`src/rtl/lut_pkg.sv`:
```
// Shared constants and types for the lut_rev reverse-lookup block.
// Holds table geometry, FSM state encoding and the reset contents of the table.
package lut_pkg;

    localparam int PTR_W = 5;
    localparam int ADR_W = 8;
    localparam int DEPTH = 32;

    typedef enum logic [1:0] {
        IDLE = 2'd0,
        SCAN = 2'd1,
        RESP = 2'd2
    } state_e;

    // Entries 0..RST_VALID_N-1 come out of reset valid; the rest hold RST_FILL.
    localparam logic [7:0] RST_ADR0    = 8'd3;
    localparam logic [7:0] RST_ADR1    = 8'd4;
    localparam logic [7:0] RST_ADR2    = 8'd5;
    localparam logic [7:0] RST_FILL    = 8'd255;
    localparam int         RST_VALID_N = 3;

    function automatic logic [7:0] rst_adr(input int idx);
        case (idx)
            0:       return RST_ADR0;
            1:       return RST_ADR1;
            2:       return RST_ADR2;
            default: return RST_FILL;
        endcase
    endfunction

endpackage

```
`src/rtl/lut_rev_tbl.sv`:
```
// Table storage for lut_rev: DEPTH address entries with valid bits, one write
// port and a combinational indexed read that reflects pre-write contents.
module lut_rev_tbl #(
    parameter int PTR_W = lut_pkg::PTR_W,
    parameter int ADR_W = lut_pkg::ADR_W,
    parameter int DEPTH = lut_pkg::DEPTH
) (
    input  logic             CLK,
    input  logic             reset,
    input  logic             wr_en,
    input  logic [PTR_W-1:0] wr_ptr,
    input  logic [ADR_W-1:0] wr_adr,
    input  logic [PTR_W-1:0] rd_ptr,
    output logic [ADR_W-1:0] rd_adr,
    output logic             rd_vld
);

    logic [DEPTH-1:0][ADR_W-1:0] ent_adr;
    logic [DEPTH-1:0]            ent_vld;

    always_ff @(posedge CLK or posedge reset) begin
        if (reset) begin
            for (int i = 0; i < DEPTH; i++) begin
                ent_adr[i] <= ADR_W'(lut_pkg::rst_adr(i));
                ent_vld[i] <= (i < lut_pkg::RST_VALID_N);
            end
        end else if (wr_en) begin
            ent_adr[wr_ptr] <= wr_adr;
            ent_vld[wr_ptr] <= 1'b1;
        end
    end

    // Read sees the registered contents, so a same-cycle write lands after the compare.
    assign rd_adr = ent_adr[rd_ptr];
    assign rd_vld = ent_vld[rd_ptr];

endmodule

```
`src/rtl/lut_rev.sv`:
```
// Reverse lookup: scans the table one entry per cycle from index 0 and returns
// the lowest valid index whose address matches the captured request.
module lut_rev #(
    parameter int PTR_W = lut_pkg::PTR_W,
    parameter int ADR_W = lut_pkg::ADR_W,
    parameter int DEPTH = lut_pkg::DEPTH
) (
    input  logic             CLK,
    input  logic             reset,
    input  logic             wr_en,
    input  logic [PTR_W-1:0] wr_ptr,
    input  logic [ADR_W-1:0] wr_adr,
    input  logic             req_valid,
    input  logic [ADR_W-1:0] req_adr,
    output logic             req_ready,
    output logic             rsp_valid,
    output logic             rsp_hit,
    output logic [PTR_W-1:0] rsp_ptr,
    input  logic             rsp_ready
);

    localparam logic [PTR_W-1:0] LAST_IDX = PTR_W'(DEPTH - 1);

    lut_pkg::state_e  state, state_nxt;
    logic [PTR_W-1:0] scan_idx, scan_idx_nxt;
    logic [ADR_W-1:0] cap_adr, cap_adr_nxt;
    logic             req_ready_nxt, rsp_valid_nxt, rsp_hit_nxt;
    logic [PTR_W-1:0] rsp_ptr_nxt;
    logic [ADR_W-1:0] rd_adr;
    logic             rd_vld;

    lut_rev_tbl #(
        .PTR_W (PTR_W),
        .ADR_W (ADR_W),
        .DEPTH (DEPTH)
    ) u_tbl (
        .CLK    (CLK),
        .reset  (reset),
        .wr_en  (wr_en),
        .wr_ptr (wr_ptr),
        .wr_adr (wr_adr),
        .rd_ptr (scan_idx),
        .rd_adr (rd_adr),
        .rd_vld (rd_vld)
    );

    always_ff @(posedge CLK or posedge reset) begin
        if (reset) begin
            state     <= lut_pkg::IDLE;
            scan_idx  <= '0;
            cap_adr   <= '0;
            req_ready <= 1'b1;
            rsp_valid <= 1'b0;
            rsp_hit   <= 1'b0;
            rsp_ptr   <= '0;
        end else begin
            state     <= state_nxt;
            scan_idx  <= scan_idx_nxt;
            cap_adr   <= cap_adr_nxt;
            req_ready <= req_ready_nxt;
            rsp_valid <= rsp_valid_nxt;
            rsp_hit   <= rsp_hit_nxt;
            rsp_ptr   <= rsp_ptr_nxt;
        end
    end

    // Outputs are computed one cycle ahead so every port is driven by a flop.
    always_comb begin
        state_nxt     = state;
        scan_idx_nxt  = scan_idx;
        cap_adr_nxt   = cap_adr;
        req_ready_nxt = req_ready;
        rsp_valid_nxt = rsp_valid;
        rsp_hit_nxt   = rsp_hit;
        rsp_ptr_nxt   = rsp_ptr;
        case (state)
            lut_pkg::IDLE: begin
                if (req_valid) begin
                    cap_adr_nxt   = req_adr;
                    scan_idx_nxt  = '0;
                    state_nxt     = lut_pkg::SCAN;
                    req_ready_nxt = 1'b0;
                end
            end
            lut_pkg::SCAN: begin
                if (rd_vld && (rd_adr == cap_adr)) begin
                    state_nxt     = lut_pkg::RESP;
                    rsp_valid_nxt = 1'b1;
                    rsp_hit_nxt   = 1'b1;
                    rsp_ptr_nxt   = scan_idx;
                end else if (scan_idx == LAST_IDX) begin
                    state_nxt     = lut_pkg::RESP;
                    rsp_valid_nxt = 1'b1;
                    rsp_hit_nxt   = 1'b0;
                    rsp_ptr_nxt   = '0;
                end else begin
                    scan_idx_nxt  = scan_idx + 1'b1;
                end
            end
            lut_pkg::RESP: begin
                if (rsp_ready) begin
                    state_nxt     = lut_pkg::IDLE;
                    req_ready_nxt = 1'b1;
                    rsp_valid_nxt = 1'b0;
                    rsp_hit_nxt   = 1'b0;
                    rsp_ptr_nxt   = '0;
                end
            end
            default: begin
                state_nxt     = lut_pkg::IDLE;
                req_ready_nxt = 1'b1;
                rsp_valid_nxt = 1'b0;
                rsp_hit_nxt   = 1'b0;
                rsp_ptr_nxt   = '0;
            end
        endcase
    end

endmodule

```
`config.mk`:
```
export PLATFORM = sky130hd
export DESIGN_NAME = lut_rev
export DESIGN_NICKNAME = d
export VERILOG_FILES = /design/src/rtl/lut_pkg.sv /design/src/rtl/lut_rev_tbl.sv /design/src/rtl/lut_rev.sv
export SDC_FILE = /design/constraint.sdc
export NUM_CORES = 1
export LEC_CHECK = 0
export BUFFER_PORTS_ARGS = -buffer_cell sky130_fd_sc_hd__buf_2
export CAP_MARGIN = 15
export CORE_ASPECT_RATIO = 0.5
export CORE_MARGIN = 4
export CORE_UTILIZATION = 38
export CTS_CLUSTER_DIAMETER = 150
export CTS_CLUSTER_SIZE = 30
export DETAILED_ROUTE_END_ITERATION = 6
export PLACE_DENSITY = 0.53
export SLEW_MARGIN = 30
export SYNTH_ARGS = -nofsm -noshare
export SYNTH_HDL_FRONTEND = slang
export SYNTH_SLANG_ARGS = --single-unit
```
`constraint.sdc`:
```
create_clock -name CLK -period 29.1 [get_ports CLK]
set_input_delay 5.82 -clock CLK [delete_from_list [all_inputs] [get_ports CLK]]
set_output_delay 5.82 -clock CLK [all_outputs]
set_load 0.005 [all_outputs]
```
==> metrics, run 1 <==
outcome complete, no violations; PnR Total Power 1360 uW; ys async rst share 100%; Max Buffers Root-to-Sink 3; Yosys warnings 0; WHS Path Cells 1; Setup TNS 0 ps; Yosys cell types 56; maxcap violations 0; Hold Path End u_tbl.ent_vld[7]$_DFFE_PP0P_; Max stage delay cell, worst path nor2_1; GRT Util Overall 17.6%; clk slew on worst S/H paths 120 ps; initial core utilization 38.8%; vias in the first global route 8647; sequential area share after synthesis 55.4%; Cell Pwr Density 86.8 mW/mm^2; Int Pwr 897 uW; Post CTS Setup Buffer Count 0; Rows 50; share of cells above drive strength 1 64.6%; final wirelength 36500 um; Psw 461 uW; Ports 34; Antenna Nets Post-Route 0; core area 0.0377 sq mm; # DRC 0; worst endpoint data arrival time 7580 ps; post-synthesis mux area share 32.3%; critical path's top delay family simple AND/OR/NAND/NOR gates; drt initial violations 428; Adder-Cell Fraction of Synth Area 0.171%; Worst setup SP type input pin; initial antenna violation count 0; drt pass-1 iters 5; port bufs 33; sequential share of power 47.3%; via count 8231; EDFF count, synth 0; Multi-input gate area 0.00620 sq mm; Clock Power Share 17.8%; compound-cell area share of the yosys netlist 3.33%; Leak 0.00627 uW; Post-Syn Area 0.0146 sq mm; Achievable Freq 0.140 GHz; Slew HR 33.7%; CP Class input pin to flip-flop; CP peak stage delay 780 ps; CTS tree done; mean post-synth cell area 14.7 sq um; ys flop type dfstp_2; worst reg-to-reg setup slack 24110 ps; Reg2Reg Depth 10; Net Count, Synth 1024; clk sinks 311; main combinational cell family by area after synthesis multiplexers; #FFs+latches synth 311; Required @ worst endpoint 29530 ps; insertion delay to the later sink of the worst-skew pair 520 ps; CP Capture Type flip-flop; Hold Buf Count CTS 0; hold path start u_tbl.ent_vld[7]$_DFFE_PP0P_; WL/cell 24.0 um; via/cell ratio 5.42; crit share post-route 24.6%; Hold WC Path Type flip-flop to flip-flop; Critical Path, Cell by Cell buf_2 -> nand2_1 -> or2_2 -> nor2_1 -> mux2_2; Mapped Cells 996; Reg area 0.00809 sq mm; die area 0.0418 sq mm; XOR/XNOR Fraction of Synth Area 0.720%; first-pass GRT wire length 56400 um; largest net degree at the start of global routing 102; design area 0.0156 sq mm; area grow syn2layout 7.15%; Tightest Pin Transition 990 ps; pre-CTS WS 21380 ps; total grt overflow 0; switching share of power 33.9%; Final Hold Viols 0; Worst Path Buf+Inv 1; Slew Viols, Final 0; Chip Height 147 um; HPWL Detailed 23700 um; fraction of the mapped netlist area in simple logic gates 5.67%; Comb power frac 34.9%; # H-tree levels 1; Inserted Clock Buffers 14; post-CTS sizing 0; Die Span X 285 um; placed instance area 0.0152 sq mm; Tmin final 7150 ps; # setup viols final 0; worst r2r dst scan_idx[2]$_DFFE_PP0P_; r2r startpoint scan_idx[0]$_DFFE_PP0P_; routability cong. 0.768; Layout Nets 1018; unrepaired setup endpoints after global routing no; Root Buffer clkbuf_16; Setup Skew 26.7 ps; critical-path maximum fanout 9; final worst slack 21950 ps; worst-case vdd ir drop 40.0 uV; # fillers 3489
power groups by stage:
stage                     Sequential, uW  Combinational [uW]  Clock, uW
after floorplan                      611                 377          0
after global placement               646                 472          0
after detailed placement             651                 479          0
after CTS                            644                 481        251
after global routing                 656                 512        265
final                                643                 474        242
worst reg2reg max path, stage by stage, from the launching register on:
cell     delay, ps
dfrtp_4        960
buf_4          650
buf_4          700
mux4_2         620
o21ai_0        430
nand4_1        210
xor2_1         180
nor4_1         340
nand3_2        300
nand3_1        170
mux2_2         340
placed cells by master (no fill, tap or decap), types with 3 or more instances in the layout:
master,synthesis,final
a221oi_1,5,5
o21ai_0,5,5
nor2_2,1,8
nand3_1,13,13
dfrtp_1,70,67
inv_1,6,5
mux2i_1,70,70
mux2_2,268,268
or2_2,17,17
buf_2,9,33
o211ai_1,3,3
nand2b_1,20,20
nand3b_1,4,4
nand4_1,6,6
nor2_1,31,24
mux4_2,35,35
nand2_1,32,32
mux4_1,8,8
xnor2_1,7,7
buf_4,6,7
a22oi_1,21,21
a22o_1,8,8
nor3b_1,6,5
nor3_1,5,5
xor2_1,5,5
a21oi_1,9,9
dfstp_2,241,241
nor2b_1,6,4
clkbuf_16,0,15
clkbuf_1,42,7
metrics by stage:
step / cells / hold slack [ps] / utilization, %
2_1_floorplan: 996 / 428 / -
3_3_place_gp: 1494 / 445 / 40.3
3_5_place_dp: 1494 / 448 / 40.4
4_1_cts: 1517 / 476 / 41.5
5_1_grt: 1517 / 490 / 41.5
6_report: 1518 / 471 / 41.5
final cells by class:
class                      count  area share (%)
sequential                   311            51.7
multi-input combinational    614            39.6
tap                          520            4.16
clock buffer                  22            2.57
timing repair buffer          42            1.54
inverter                       7           0.216
clock inverter                 1           0.128
antenna                        1          0.0160
routing by layer:
| metal | vias up | wire length (um) | part of all wire (%) | global-route usage (%) |
|---|---|---|---|---|
| met3 | 32 | 1160 | 3.2 | 2.53 |
| met4 | 0 | 500 | 1.4 | 2.74 |
| li1 | 3636 | - | - | - |
| met5 | - | 0 | 0 | 0 |
| met2 | 107 | 16400 | 45 | 27.4 |
| met1 | 4456 | 18400 | 50 | 26.7 |
registers in the layout (all words and copies together), names as in the netlist:
name,flops
cap_adr,8
rsp_ptr,5
rsp_valid,1
u_tbl.ent_vld,32
rsp_hit,1
req_ready,1
state,2
u_tbl.ent_adr,256
scan_idx,5
cell usage after synthesis, types with 3 or more instances:
library cell | instances | area [sq um]
mux2i_1 | 70 | 701
mux2_2 | 268 | 3020
buf_4 | 6 | 45.0
a22o_1 | 8 | 70.1
or2_2 | 17 | 106
xor2_1 | 5 | 43.8
mux4_1 | 8 | 210
o21ai_0 | 5 | 25.0
mux4_2 | 35 | 788
xnor2_1 | 7 | 61.3
a221oi_1 | 5 | 43.8
nand2_1 | 32 | 120
nor2_1 | 31 | 116
nand4_1 | 6 | 37.5
buf_2 | 9 | 45.0
nand3b_1 | 4 | 30.0
nor2b_1 | 6 | 37.5
nor3_1 | 5 | 25.0
nand3_1 | 13 | 65.1
nor3b_1 | 6 | 45.0
inv_1 | 6 | 22.5
dfrtp_1 | 70 | 1750
nand2b_1 | 20 | 125
o211ai_1 | 3 | 22.5
dfstp_2 | 241 | 6330
a22oi_1 | 21 | 158
a21oi_1 | 9 | 45.0
clkbuf_1 | 42 | 158
cells by family after synthesis:
| group | after synthesis |
|---|---|
| mux | 381 |
| flops | 311 |
| simple gates | 155 |
| buf+inv | 71 |
| compound gates | 64 |
| xor+xnor | 12 |
| fa+ha+maj | 2 |
worst max-delay path by stage:
stage / start / end / slack (ps) / cells after the start
finish: wr_ptr[1] / u_tbl.ent_adr[179]$_DFFE_PP1P_ / 21950 / 5
global route: wr_ptr[1] / u_tbl.ent_adr[163]$_DFFE_PP1P_ / 21900 / 4
CTS: wr_ptr[1] / u_tbl.ent_adr[195]$_DFFE_PP1P_ / 21940 / 4
detailed placement: wr_ptr[1] / u_tbl.ent_adr[195]$_DFFE_PP1P_ / 21380 / 4
global placement: wr_ptr[1] / u_tbl.ent_adr[193]$_DFFE_PP1P_ / 21430 / 4
floorplan: reset / cap_adr[0]$_DFFE_PP0P_ / 15080 / 1
(Power assumes the default switching activity.)
==> run 2, diff against run 1 <==
==> constraint.sdc (replaced) <==
create_clock -name CLK -period 7.3 [get_ports CLK]
set_input_delay 1.46 -clock CLK [delete_from_list [all_inputs] [get_ports CLK]]
set_output_delay 1.46 -clock CLK [all_outputs]
set_load 0.005 [all_outputs]
==> metrics, run 2 (synthesis gave the netlist of run 1 again) <==
max FFs per register 256 (unchanged); unrepaired setup endpoints after global routing no; worst r2r dst scan_idx[2]$_DFFE_PP0P_; initial antenna violation count 0 (unchanged); vias in the first global route 8657 (+0.12%); Post CTS Setup Buffer Count 0 (unchanged); Antenna Nets Post-Route 0 (unchanged); CP Capture Type flip-flop; CTS tree done; Multi-input gate area 0.00622 sq mm (+0.26%); post-CTS sizing 0 (unchanged); maxcap violations 0 (unchanged); worst endpoint data arrival time 4550 ps (-3030 ps); port bufs 33 (unchanged); Leak 0.00631 uW (+0.54%); initial core utilization 38.8% (unchanged); Max Buffers Root-to-Sink 3 (unchanged); first-pass GRT wire length 57200 um (+1.5%); switching share of power 33.9% (about the same); HPWL Detailed 24000 um (+1.4%); # DRC 0 (unchanged); PnR Total Power 5430 uW (+300%); Tmin final 4130 ps; r2r startpoint scan_idx[0]$_DFFE_PP0P_; drt pass-1 iters 5 (unchanged); # setup viols final 0 (unchanged); clk sinks 311 (unchanged); insertion delay to the later sink of the worst-skew pair 520 ps (about the same); Comb power frac 35.2% (+0.3 points); worst-case vdd ir drop 136 uV (+240%); GRT Util Overall 17.9% (+0.32 points); routability cong. 0.820 (+6.7%); Max stage delay cell, worst path dfrtp_4; biggest regs u_tbl.ent_adr: 256 flops, u_tbl.ent_vld: 32 flops, cap_adr: 8 flops; Achievable Freq 0.242 GHz; Worst setup SP type flip-flop; # H-tree levels 1 (unchanged); via count 8339 (+1.3%); final wirelength 37300 um (+2.4%); CP Class flip-flop to flip-flop; CP peak stage delay 830 ps (+50 ps); Hold WC Path Type flip-flop to flip-flop; # fillers 3460 (-0.83%); clk slew on worst S/H paths 120 ps (about the same); via/cell ratio 5.47 (+0.91%); critical path's top delay family simple AND/OR/NAND/NOR gates; Hold Buf Count CTS 0 (unchanged); Biggest register u_tbl.ent_adr; WHS Path Cells 1 (unchanged); most common library cell in the layout ignoring fill and taps mux2_2; critical-path maximum fanout 51 (+42); total grt overflow 0 (unchanged); area grow syn2layout 7.77%; Critical Path, Cell by Cell buf_12 -> mux4_2 -> o21ai_0 -> nand4_1 -> xor2_1 -> nor4_1 -> nand3_2 -> nand3_1 -> mux2_2; outcome complete, no violations; Psw 1840 uW (+300%); Int Pwr 3590 uW (+300%); worst reg-to-reg setup slack 3170 ps (-20940 ps); drt initial violations 450 (+5.1%); die area 0.0418 sq mm (unchanged); most frequent cells in the layout mux2_2, dfstp_2, mux2i_1, dfrtp_1, mux4_2; share of cells above drive strength 1 65.3% (+0.71 points); Setup TNS 0 ps (unchanged); Slew HR 38.3% (+4.6 points); Layout Nets 1023 (+0.49%); Inserted Clock Buffers 14 (unchanged); WL/cell 24.5 um (+2.0%); Chip Height 147 um (unchanged); sequential share of power 47.1% (-0.2 points); Clock Power Share 17.7% (about the same); Worst Path Buf+Inv 1 (unchanged); Rows 50 (unchanged); hold path start u_tbl.ent_vld[18]$_DFFE_PP0P_; Setup Skew 40.9 ps (+14.2 ps); Die Span X 285 um (unchanged); Hold Path End u_tbl.ent_vld[18]$_DFFE_PP0P_; largest net degree at the start of global routing 131 (+28%); Final Hold Viols 0 (unchanged); Required @ worst endpoint 7720 ps (-21810 ps); Reg area 0.00809 sq mm (unchanged); crit share post-route 56.6%; Cell Pwr Density 345 mW/mm^2 (+300%); Tightest Pin Transition 922 ps (-68.2 ps); core area 0.0377 sq mm (unchanged); Ports 34 (unchanged); Reg2Reg Depth 9 (-1); Root Buffer clkbuf_16; Slew Viols, Final 0 (unchanged)
[run 2: changes by cell type in the layout (fill, tap and decap cells not counted), sizes merged]
cell	change
buf	+5
clkbuf	+1
inv	-1
clkinvlp	+1
[run 2: stage by stage]
stage	utilization, %	setup slack [ps]	hold slack [ps]	cells	instance area [sq um]
after global routing	41.8	3040	493	1523	15700
after CTS	41.6	3230	480	1522	15700
after floorplan	-	1900	428	996	14600
final	41.8	3170	477	1524	15700
after detailed placement	40.5	3250	448	1498	15300
after global placement	40.4	3280	447	1498	15200
[run 2: cell type report]
| type | count | area share [%] |
|---|---|---|
| Antenna cell | 1 | 0.0159 |
| Clock inverter | 1 | 0.127 |
| Multi-Input combinational cell | 614 | 39.5 |
| Sequential cell | 311 | 51.4 |
| Inverter | 7 | 0.191 |
| Tap cell | 520 | 4.14 |
| Clock buffer | 23 | 2.58 |
| Timing Repair Buffer | 47 | 2.00 |
[run 2: how the worst max path moves through the flow]
| stage | from | endpoint | slack, ps | cells past startpoint |
|---|---|---|---|---|
| 2_1_floorplan | reset | cap_adr[0]$_DFFE_PP0P_ | 1900 | 1 |
| 3_3_place_gp | scan_idx[0]$_DFFE_PP0P_ | scan_idx[2]$_DFFE_PP0P_ | 3280 | 9 |
| 3_5_place_dp | scan_idx[0]$_DFFE_PP0P_ | scan_idx[2]$_DFFE_PP0P_ | 3250 | 9 |
| 4_1_cts | scan_idx[0]$_DFFE_PP0P_ | scan_idx[2]$_DFFE_PP0P_ | 3230 | 9 |
| 5_1_grt | scan_idx[0]$_DFFE_PP0P_ | scan_idx[2]$_DFFE_PP0P_ | 3040 | 9 |
| 6_report | scan_idx[0]$_DFFE_PP0P_ | scan_idx[2]$_DFFE_PP0P_ | 3170 | 9 |
[run 2: layer usage]
metal	vias to the layer above	global-route usage (%)	share of wire, %	wire length [um]
li1	3635	-	-	-
met1	4516	26.8	49	18200
met2	152	27.7	45	16900
met3	36	3.23	4.3	1610
met4	0	3.19	1.7	627
met5	-	0	0	0
[run 2: power by group through the flow]
stage | logic [uW] | registers, uW | clock network, uW
final | 1910 | 2560 | 959
after global routing | 2070 | 2610 | 1060
after CTS | 1930 | 2560 | 1000
after detailed placement | 1930 | 2590 | 0
after global placement | 1900 | 2570 | 0
after floorplan | 1500 | 2440 | 0
[run 2: worst register-to-register path, cell delays in order, from the launching register on]
cell and delay (ps):
dfrtp_4 830, buf_12 440, mux4_2 630, o21ai_0 340, nand4_1 160, xor2_1 160, nor4_1 540, nand3_2 390
nand3_1 220, mux2_2 340
